File: config.mk
export PLATFORM = sky130hd
export DESIGN_NAME = voice_allocator
export DESIGN_NICKNAME = d
export VERILOG_FILES = /design/src/rtl/voice_pkg.sv /design/src/rtl/voice_scan_unit.sv /design/src/rtl/voice_allocator.sv
export SDC_FILE = /design/constraint.sdc
export NUM_CORES = 1
export LEC_CHECK = 0
export BUFFER_PORTS_ARGS = -buffer_cell sky130_fd_sc_hd__buf_2
export CAP_MARGIN = 25
export CORE_UTILIZATION = 45
export CTS_CLUSTER_SIZE = 40
export DETAILED_ROUTE_END_ITERATION = 6
export PLACE_DENSITY = 0.64
export SLEW_MARGIN = 5
export SYNTH_ARGS = -nofsm -noshare
export SYNTH_HDL_FRONTEND = slang
export SYNTH_SLANG_ARGS = --single-unit
export TNS_END_PERCENT = 5
File: constraint.sdc
create_clock -name clk_i -period 4.96 [get_ports clk_i]
set_input_delay 0.744 -clock clk_i [delete_from_list [all_inputs] [get_ports clk_i]]
set_output_delay 0.744 -clock clk_i [all_outputs]
set_load 0.01 [all_outputs]
File: src/rtl/voice_pkg.sv
// Shared types for the voice allocator.
//   VoiceState   : per-voice lifecycle (IDLE, HELD, RELEASING)
//   VoiceEntry   : one voice-table row {state, note, age}
//   VoiceCommand : channel-addressed command sent to the note controller
//   AllocState   : allocator FSM states
//   ScanCand     : running candidates collected while scanning the table
package voice_pkg;

  localparam int NUM_VOICES = 8;
  localparam int CH_W       = 3;
  localparam int AGE_W      = 8;

  typedef enum logic [1:0] {
    IDLE,
    HELD,
    RELEASING
  } VoiceState;

  typedef struct packed {
    VoiceState        state;
    logic [6:0]       note;
    logic [AGE_W-1:0] age;
  } VoiceEntry;

  typedef struct packed {
    logic [CH_W-1:0] ch;
    logic            on;
    logic [6:0]      note;
    logic [6:0]      vel;
    logic            steal;
  } VoiceCommand;

  typedef enum logic [1:0] {
    S_IDLE,
    S_SCAN,
    S_DECIDE,
    S_ISSUE
  } AllocState;

  typedef struct packed {
    logic             match_vld;
    logic [CH_W-1:0]  match_ch;
    logic             idle_vld;
    logic [CH_W-1:0]  idle_ch;
    logic             rel_vld;
    logic [CH_W-1:0]  rel_ch;
    logic [AGE_W-1:0] rel_age;
    logic             held_vld;
    logic [CH_W-1:0]  held_ch;
    logic [AGE_W-1:0] held_age;
  } ScanCand;

  // Age increment that sticks at all-ones instead of wrapping.
  function automatic logic [AGE_W-1:0] age_inc(input logic [AGE_W-1:0] a);
    return (&a) ? a : a + AGE_W'(1);
  endfunction

endpackage

File: src/rtl/voice_scan_unit.sv
// Combinational candidate update for one voice-table entry.
// Ports:
//   vld_i   : entry_i/ch_i hold a real scan sample this cycle
//   entry_i : sampled voice entry, ch_i its channel index
//   on_i    : command is a note-on (0 = note-off)
//   note_i  : command note
//   cand_i  : candidates so far, cand_o candidates including this entry
// Entries arrive in increasing channel order, so "first wins" and
// "strictly older replaces" both resolve ties to the lowest index.
module voice_scan_unit
  import voice_pkg::*;
(
  input  logic            vld_i,
  input  VoiceEntry       entry_i,
  input  logic [CH_W-1:0] ch_i,
  input  logic            on_i,
  input  logic [6:0]      note_i,
  input  ScanCand         cand_i,
  output ScanCand         cand_o
);

  logic note_hit;

  // Note-on may retrigger a HELD or RELEASING voice; note-off only
  // releases a HELD one.
  always_comb begin
    note_hit = 1'b0;
    if (entry_i.note == note_i) begin
      note_hit = on_i ? (entry_i.state != IDLE) : (entry_i.state == HELD);
    end
  end

  always_comb begin
    cand_o = cand_i;
    if (vld_i) begin
      if (!cand_i.match_vld && note_hit) begin
        cand_o.match_vld = 1'b1;
        cand_o.match_ch  = ch_i;
      end
      if (!cand_i.idle_vld && entry_i.state == IDLE) begin
        cand_o.idle_vld = 1'b1;
        cand_o.idle_ch  = ch_i;
      end
      if (entry_i.state == RELEASING &&
          (!cand_i.rel_vld || entry_i.age > cand_i.rel_age)) begin
        cand_o.rel_vld = 1'b1;
        cand_o.rel_ch  = ch_i;
        cand_o.rel_age = entry_i.age;
      end
      if (entry_i.state == HELD &&
          (!cand_i.held_vld || entry_i.age > cand_i.held_age)) begin
        cand_o.held_vld = 1'b1;
        cand_o.held_ch  = ch_i;
        cand_o.held_age = entry_i.age;
      end
    end
  end

endmodule

File: src/rtl/voice_allocator.sv
// Voice allocator: maps note-on/note-off events onto synthesizer channels.
// Ports:
//   clk_i, rst_ni          : clock, asynchronous active-low reset
//   cmd_*_i / cmd_ready_o  : upstream command handshake (on, note, vel)
//   release_done_i         : per-voice pulse, envelope release finished
//   voice_*_o / voice_ready_i : issued channel command handshake
//   active_mask_o          : registered mask of non-IDLE voices
// The table is walked one voice per cycle: each cycle samples one entry
// into a snapshot register and the scan unit folds the previous snapshot
// into the candidate registers, so the decision is made on the state each
// voice had at its own sample cycle.
module voice_allocator
  import voice_pkg::*;
(
  input  logic                  clk_i,
  input  logic                  rst_ni,
  input  logic                  cmd_valid_i,
  output logic                  cmd_ready_o,
  input  logic                  cmd_on_i,
  input  logic [6:0]            cmd_note_i,
  input  logic [6:0]            cmd_vel_i,
  input  logic [NUM_VOICES-1:0] release_done_i,
  output logic                  voice_valid_o,
  input  logic                  voice_ready_i,
  output logic [CH_W-1:0]       voice_ch_o,
  output logic                  voice_on_o,
  output logic [6:0]            voice_note_o,
  output logic [6:0]            voice_vel_o,
  output logic                  voice_steal_o,
  output logic [NUM_VOICES-1:0] active_mask_o
);

  localparam logic [CH_W:0] IDX_END = (CH_W+1)'(NUM_VOICES);

  AllocState             state_q, state_d;
  logic [CH_W:0]         idx_q, idx_d;
  logic                  cmd_on_q, cmd_on_d;
  logic [6:0]            cmd_note_q, cmd_note_d;
  logic [6:0]            cmd_vel_q, cmd_vel_d;
  VoiceEntry             voices_q [NUM_VOICES];
  VoiceEntry             voices_d [NUM_VOICES];
  VoiceEntry             snap_q;
  logic [CH_W-1:0]       snap_ch_q;
  logic                  snap_vld_q;
  ScanCand               cand_q, cand_d, cand_scan;
  VoiceCommand           out_q, out_d;
  logic [NUM_VOICES-1:0] active_q, active_d;
  logic [CH_W-1:0]       commit_ch;
  logic                  commit_steal;
  logic                  commit_drop;

  voice_scan_unit u_scan (
    .vld_i   (snap_vld_q),
    .entry_i (snap_q),
    .ch_i    (snap_ch_q),
    .on_i    (cmd_on_q),
    .note_i  (cmd_note_q),
    .cand_i  (cand_q),
    .cand_o  (cand_scan)
  );

  // Priority resolution from the final candidates.
  always_comb begin
    commit_ch    = '0;
    commit_steal = 1'b0;
    commit_drop  = 1'b0;
    if (cmd_on_q) begin
      if (cand_q.match_vld) begin
        commit_ch = cand_q.match_ch;
      end else if (cand_q.idle_vld) begin
        commit_ch = cand_q.idle_ch;
      end else if (cand_q.rel_vld) begin
        commit_ch = cand_q.rel_ch;
      end else if (cand_q.held_vld) begin
        commit_ch    = cand_q.held_ch;
        commit_steal = 1'b1;
      end
    end else begin
      commit_ch   = cand_q.match_ch;
      commit_drop = !cand_q.match_vld;
    end
  end

  // Voice table: release pulses apply first, then the commit overrides,
  // so a commit to a voice that is releasing in the same cycle wins.
  always_comb begin
    for (int i = 0; i < NUM_VOICES; i++) begin
      voices_d[i] = voices_q[i];
      if (release_done_i[i] && voices_q[i].state == RELEASING) begin
        voices_d[i].state = IDLE;
      end
    end
    if (state_q == S_DECIDE && !commit_drop) begin
      if (cmd_on_q) begin
        for (int i = 0; i < NUM_VOICES; i++) begin
          if (CH_W'(i) == commit_ch) begin
            voices_d[i] = '{state: HELD, note: cmd_note_q, age: '0};
          end else if (voices_d[i].state != IDLE) begin
            voices_d[i].age = age_inc(voices_d[i].age);
          end
        end
      end else begin
        voices_d[commit_ch].state = RELEASING;
      end
    end
  end

  for (genvar gi = 0; gi < NUM_VOICES; gi++) begin : g_active
    assign active_d[gi] = (voices_d[gi].state != IDLE);
  end

  // Allocator FSM next-state logic.
  always_comb begin
    state_d    = state_q;
    idx_d      = idx_q;
    cmd_on_d   = cmd_on_q;
    cmd_note_d = cmd_note_q;
    cmd_vel_d  = cmd_vel_q;
    cand_d     = snap_vld_q ? cand_scan : cand_q;
    out_d      = out_q;
    case (state_q)
      S_IDLE: begin
        if (cmd_valid_i) begin
          state_d    = S_SCAN;
          idx_d      = '0;
          // A zero-velocity note-on is a note-off.
          cmd_on_d   = cmd_on_i && (cmd_vel_i != 7'd0);
          cmd_note_d = cmd_note_i;
          cmd_vel_d  = cmd_vel_i;
          cand_d     = '0;
        end
      end
      S_SCAN: begin
        // idx reaches IDX_END while the last snapshot is being folded in.
        if (idx_q == IDX_END) begin
          state_d = S_DECIDE;
        end else begin
          idx_d = idx_q + (CH_W+1)'(1);
        end
      end
      S_DECIDE: begin
        if (commit_drop) begin
          state_d = S_IDLE;
        end else begin
          state_d = S_ISSUE;
          out_d   = '{ch: commit_ch, on: cmd_on_q, note: cmd_note_q,
                      vel: cmd_vel_q, steal: commit_steal};
        end
      end
      S_ISSUE: begin
        if (voice_ready_i) begin
          state_d = S_IDLE;
        end
      end
      default: state_d = S_IDLE;
    endcase
  end

  always_ff @(posedge clk_i or negedge rst_ni) begin
    if (!rst_ni) begin
      state_q    <= S_IDLE;
      idx_q      <= '0;
      cmd_on_q   <= 1'b0;
      cmd_note_q <= '0;
      cmd_vel_q  <= '0;
      for (int i = 0; i < NUM_VOICES; i++) begin
        voices_q[i] <= '{state: IDLE, note: '0, age: '0};
      end
      snap_q     <= '{state: IDLE, note: '0, age: '0};
      snap_ch_q  <= '0;
      snap_vld_q <= 1'b0;
      cand_q     <= '0;
      out_q      <= '0;
      active_q   <= '0;
    end else begin
      state_q    <= state_d;
      idx_q      <= idx_d;
      cmd_on_q   <= cmd_on_d;
      cmd_note_q <= cmd_note_d;
      cmd_vel_q  <= cmd_vel_d;
      for (int i = 0; i < NUM_VOICES; i++) begin
        voices_q[i] <= voices_d[i];
      end
      snap_q     <= voices_q[idx_q[CH_W-1:0]];
      snap_ch_q  <= idx_q[CH_W-1:0];
      snap_vld_q <= (state_q == S_SCAN) && !idx_q[CH_W];
      cand_q     <= cand_d;
      out_q      <= out_d;
      active_q   <= active_d;
    end
  end

  assign cmd_ready_o   = (state_q == S_IDLE) && rst_ni;
  assign voice_valid_o = (state_q == S_ISSUE);
  assign voice_ch_o    = out_q.ch;
  assign voice_on_o    = out_q.on;
  assign voice_note_o  = out_q.note;
  assign voice_vel_o   = out_q.vel;
  assign voice_steal_o = out_q.steal;
  assign active_mask_o = active_q;

endmodule

* Yosys cells after proc, flatten, opt, wreduce, memory -nomap -nowiden
Cells that the tools add are included.
** Word-level totals
- Output and inout bits :: 29
- Logic and storage cells :: 268
- Register bits after elaboration :: 237
- Input bits :: 27
** Operators by class
- Reduce and logical (&&, ||, !) cells :: 75
- Bitwise operators :: 3
- $lt $le $gt $ge :: 5
- Add/subtract/negate cells :: 9
- Eq/ne operators :: 50
- Muxes and demuxes :: 76
** Operators with widths (count)
- $mux 136 :: 2
- $mux 8 :: 24
- $bwmux 136 :: 1
- $mux 32 :: 3
- $mux 9 :: 8
- $add 8x1->8 const B :: 8
- $reduce_and 8->1 :: 8
- $bmux 17 s3 :: 1
- $demux 17 s3 :: 1
- $mux 17 :: 3
- $reduce_bool 2->1 :: 18
- $reduce_and 3->1 :: 10
- $mux 12 :: 2
- $mux 2 :: 12
- $ne 3x1->1 const B :: 8
- $ne 3x3->1 const B :: 8
- $eq 2x2->1 const B :: 11
- $reduce_and 2->1 :: 10
- $ne 2x1->1 const B :: 9
- $logic_and 1x1->1 :: 17
- $gt 8x8->1 :: 2
- $mux 4 :: 4
- $mux 3 :: 5
- $eq 3x3->1 const A :: 4
- 19 further kinds :: 39

* Logic depth before layout (Yosys ltp)
- Depth after elaboration :: 14
- Mapped depth :: 9
- Mapped depth without buffers :: 7

* Hierarchy
Synthesis repeated with hierarchy kept, for this count alone.
** Unflattened totals
- Cells, all modules :: 1096
- Area total of the unflattened synthesis :: 12105.4 µm²
** By module, submodules not included
- voice_allocator :: cells an instance 952, instances 1, area each 10963.0 µm², sequential area each 5930.7 µm²
- voice_scan_unit :: cells an instance 144, instances 1, area each 1142.3 µm², sequential area each 0.0 µm²

* Least setup slack after synthesis
OpenSTA, ideal clock, no wires.
- Path kind :: reg2reg
- Start point :: reg idx_q[0]
- End point :: reg idx_q[2]
- Library setup time :: 0.132 ns
- Setup slack :: 2.698 ns
- Stages on the path, launching flop included :: 10
- Path buffers :: 3
- Data arrival time :: 2.130 ns
- Data required time :: 4.828 ns
- Period minus slack after synthesis :: 2.262 ns
- Cells stage by stage :: dfrtp_1 > buf_2 > buf_2 > buf_2 > inv_1 > ha_1 > a311o_1 > nor2_1 > xnor2_1 > nor2_1
** On the way
- Longest elaborated chain between the ends :: 3
- Elaborated cells between the ends (all ways) :: 6
- Classes of those cells :: 1 x add/sub; 2 x eq/ne; 2 x mux; 1 x reduce/logical
** Ends and longest elaborated chain
- start, declared :: line voice_allocator.sv:36 : logic [CH_W:0] idx_q, idx_d;
- start signal, assigned :: line voice_allocator.sv:177 : idx_q <= idx_d;
- $add 4x1->4 / $eq 4x4->1 (equally long branches) :: line voice_allocator.sv:138, voice_allocator.sv:135
- $mux 4 / $ne 2x2->1 (equally long branches)
- $pmux 4 s2 / $reduce_and 3->1 (equally long branches)
Parallel ways exist; a longest one is shown, timed or not. The select of a mux whose other input is x is not followed.
A chain may end at the register's enable or synchronous reset.

==> key figures <==
Worst setup path
  – Setup CP Type: reg2reg
  – Crit path DAT: 3.29 ns
  – CP Launch Type: flop
  – Crit end category: flop
  – Crit Path Max Fanout: 17
  – RR Startpoint: cmd_on_q
  – FF-to-FF path depth: 5
  – Worst Path Required: 5.37 ns
  – Crit. Startpoint: cmd_on_q

Layout
  – Nets@finish: 1154
  – Multi-input gate area: roughly 5400 sq um
  – Post-layout util: approximately 52%
  – Design Area, Final: 13200 sq um
  – Area Growth Syn to Fin: 13.0%
  – Antenna Cells: 0
  – Share of layout cells above drive strength 1: 21.2%
  – Number of fill cells in the layout: 2224
  – Fin cells: between 1000 and 1500
  – Register Area: 5930 sq um

Power and ir drop
  – PD cells: 491 nW/um^2
  – Share of power burned in registers: 43.0%
  – Leak pwr: 6.25 nW
  – Clock share of power: 32.7%
  – Sw power: between 2 and 2.5 mW
  – Final Power: between 6 and 7 mW
  – Gate power share: 24.3%
  – Switching share of power: 32.5%
  – Internal: roughly 4.4 mW
  – Worst VDD drop: ~290 uV

Detailed routing
  – Initial DRC count: between 500 and 600
  – Routed length per instance: about 18 um
  – Final WL: 26400 um
  – Vias/cell: 5.48
  – Drt drc: 0
  – TritonRoute pass-1 iters: 6
  – Vias: 7958
  – Post-DRT Antenna Nets: 0

Placement
  – Pre-CTS setup slack: 2.09 ns
  – GPL Wtd Cong: between 0.8 and 0.9
  – Placed Area: 12200 sq um
  – PortBufs: between 50 and 60
  – Cell Count Post-Placement: 1403
  – HPWL Detailed: 18300 um

Clock tree
  – Clock Pin Slew Worst Setup and Hold Paths: 0.06 ns
  – CTS sink count: roughly 240
  – Clk buf depth: 3
  – CTS tree: done
  – Post-CTS resize count: 0
  – H-tree Lvls: 1
  – Setup Buffers After CTS: 0
  – Inserted Clock Buffers: 26
  – Clk root buf: clkbuf_16
  – Hold-fix buffers, CTS: 0
  – Clock latency on the worst-skew pair: 0.53 ns

GRT
  – Vias in the first global route: 7930
  – GRT Residual Overflow: 0
  – All-Layer GR Usage: 20.8%
  – Initial antenna violation count: 0
  – First-pass GRT wire length: 43000 um
  – Largest net degree at the start of global routing: between 150 and 200

Timing
  – Setup violators final: 0
  – RSZ-0062 raised after global routing: false
  – Final period util: 58.1%
  – Least-Margin Pin Slew: 0.939 ns
  – Final WS setup: 2.08 ns
  – Max Slew Vio Count: 0
  – Hold_ws: 0.175 ns
  – Final Hold Viols: 0
  – Peak Freq: around 0.35 GHz
  – Post-layout min period: between 2 and 3 ns
  – Max Clock Skew: ~0.013 ns
  – Final setup TNS: 0 ns
  – Max transition margin: around 37%

Synth
  – EDFF count, synth: 0
  – Cells after Synth: ~1100
  – Synthesized Nets: roughly 1100
  – Synth area leader: dfrtp_1
  – Top cells by area in the synthesized netlist: dfrtp_1 (51%), mux2_2 (7.0%), mux4_2 (6.6%)
  – Count of different cell masters after synthesis: 64
  – Post-Syn Area per Cell: around 11 sq um
  – #FFs+latches synth: roughly 240
  – Most used DFF post-synth: dfrtp_1
  – Syn Std Cell Area: 11700 sq um
  – Sequential area share after synthesis: between 50% and 60%
  – Ys Warns: 0
  – Share of Yosys cell area claimed by the top area cell type: between 50 and 60%
  – Synth async-reset ratio: 100%

Die
  – DIE AREA: 26600 sq um
  – Core box area: 25300 sq um
  – # rows: 58
  – Chip Height: ~160 um
  – Initial Utilization: 46.1%
  – Die width: 163 um
  – IO Pins: 56

Run status
  – Status: completed

Flow run
  – Max cap viols: 0

Hold path
  – Hold Crit Class: in2async
synth_stat cells, types with 3 or more instances:
cell,n
dfrtp_1,237
nand2_1,157
nor2_1,98
mux2_2,73
xnor2_1,48
inv_1,41
nand3_1,39
mux4_2,34
mux2i_1,31
clkbuf_1,26
ha_1,26
nor3_1,26
o21ai_0,26
a21oi_1,21
nor2b_1,15
buf_2,14
a21o_1,10
nand4_1,10
nor4_1,10
o21ai_1,8
xor2_1,8
a211oi_1,7
and3_1,7
or3_1,7
buf_4,6
nand3b_1,6
nor3_4,6
nor3b_1,6
or4_1,4
a211o_1,3
a31oi_1,3
and4_1,3
o21a_1,3
layout make-up:
class | count | share of cell area, %
clock buffer | 33 | 5.60
clock inverter | 15 | 1.65
inverter | 42 | 1.20
multi-input combinational | 732 | 40.7
sequential | 237 | 45.0
tap | 330 | 3.13
timing repair buffer | 62 | 2.75
power by group through the flow:
stage	registers [mW]	logic (mW)	clock network, mW
6_report	2.78	1.57	2.12
3_3_place_gp	2.79	1.54	0
4_1_cts	2.78	1.59	2.16
2_1_floorplan	2.61	1.26	0
3_5_place_dp	2.81	1.59	0
5_1_grt	2.84	1.75	2.24
cells by family after synthesis:
logic type / count (synthesis) / share of synthesized area (%)
buffers and inverters: 90 / 3.30
multiplexers: 138 / 16.3
adder cells (fa/ha/maj): 26 / 2.79
XOR/XNOR: 56 / 4.20
AO/OA/AOI/OAI: 105 / 6.12
flip-flops: 237 / 50.8
AND/OR/NAND/NOR: 407 / 16.5
worst max-delay path: stages (launching register included):
cell      delay [ns]
dfrtp_1         0.51
nand2b_1        0.32
nand2_1         0.24
o21a_1          0.53
and3_1          0.74
mux2_2          0.41
layer usage:
metal / track usage, % / wire length, um / vias up
li1: - / - / 3762
met1: 28.7 / 12100 / 3939
met2: 33.1 / 12100 / 202
met3: 2.62 / 1100 / 55
met4: 9.13 / 1160 / 0
met5: 0 / 0 / -
cells in the final DEF (no fill, tap or decap), types with 4 or more instances in the layout:
| cell type | synthesis | layout |
|---|---|---|
| nor3b_1 | 6 | 6 |
| clkbuf_8 | 0 | 4 |
| and3_1 | 7 | 7 |
| nand3_1 | 39 | 39 |
| nor2b_1 | 15 | 15 |
| nand4_1 | 10 | 10 |
| buf_2 | 14 | 54 |
| clkbuf_16 | 0 | 27 |
| o21ai_1 | 8 | 8 |
| o21ai_0 | 26 | 25 |
| nand3b_1 | 6 | 6 |
| mux4_2 | 34 | 34 |
| inv_1 | 41 | 41 |
| or3_1 | 7 | 7 |
| a21oi_1 | 21 | 21 |
| mux2_2 | 73 | 73 |
| a211oi_1 | 7 | 7 |
| bufinv_16 | 0 | 5 |
| or4_1 | 4 | 4 |
| dfrtp_1 | 237 | 235 |
| xnor2_1 | 48 | 48 |
| xor2_1 | 8 | 8 |
| nor2_1 | 98 | 98 |
| a21o_1 | 10 | 10 |
| clkinv_2 | 0 | 4 |
| nor3_1 | 26 | 26 |
| nand2_1 | 157 | 156 |
| buf_4 | 6 | 5 |
| clkinvlp_4 | 0 | 4 |
| mux2i_1 | 31 | 31 |
| nor4_1 | 10 | 10 |
| nor3_4 | 6 | 6 |
| ha_1 | 26 | 26 |
final timing paths:
| check | to | slack [ns] |
|---|---|---|
| worst min-delay path | voice_vel_o[5] | 0.17 |
| min in group clk_i | cmd_note_q[5] | 0.41 |
| worst min register to register | voice_steal_o | 0.47 |
| max in group asynchronous | async pin | 3.48 |
| worst max register to register | flop | 2.08 |
| worst max-delay path | flop | 2.08 |
Note: power is estimated with default switching activity, not from simulation.
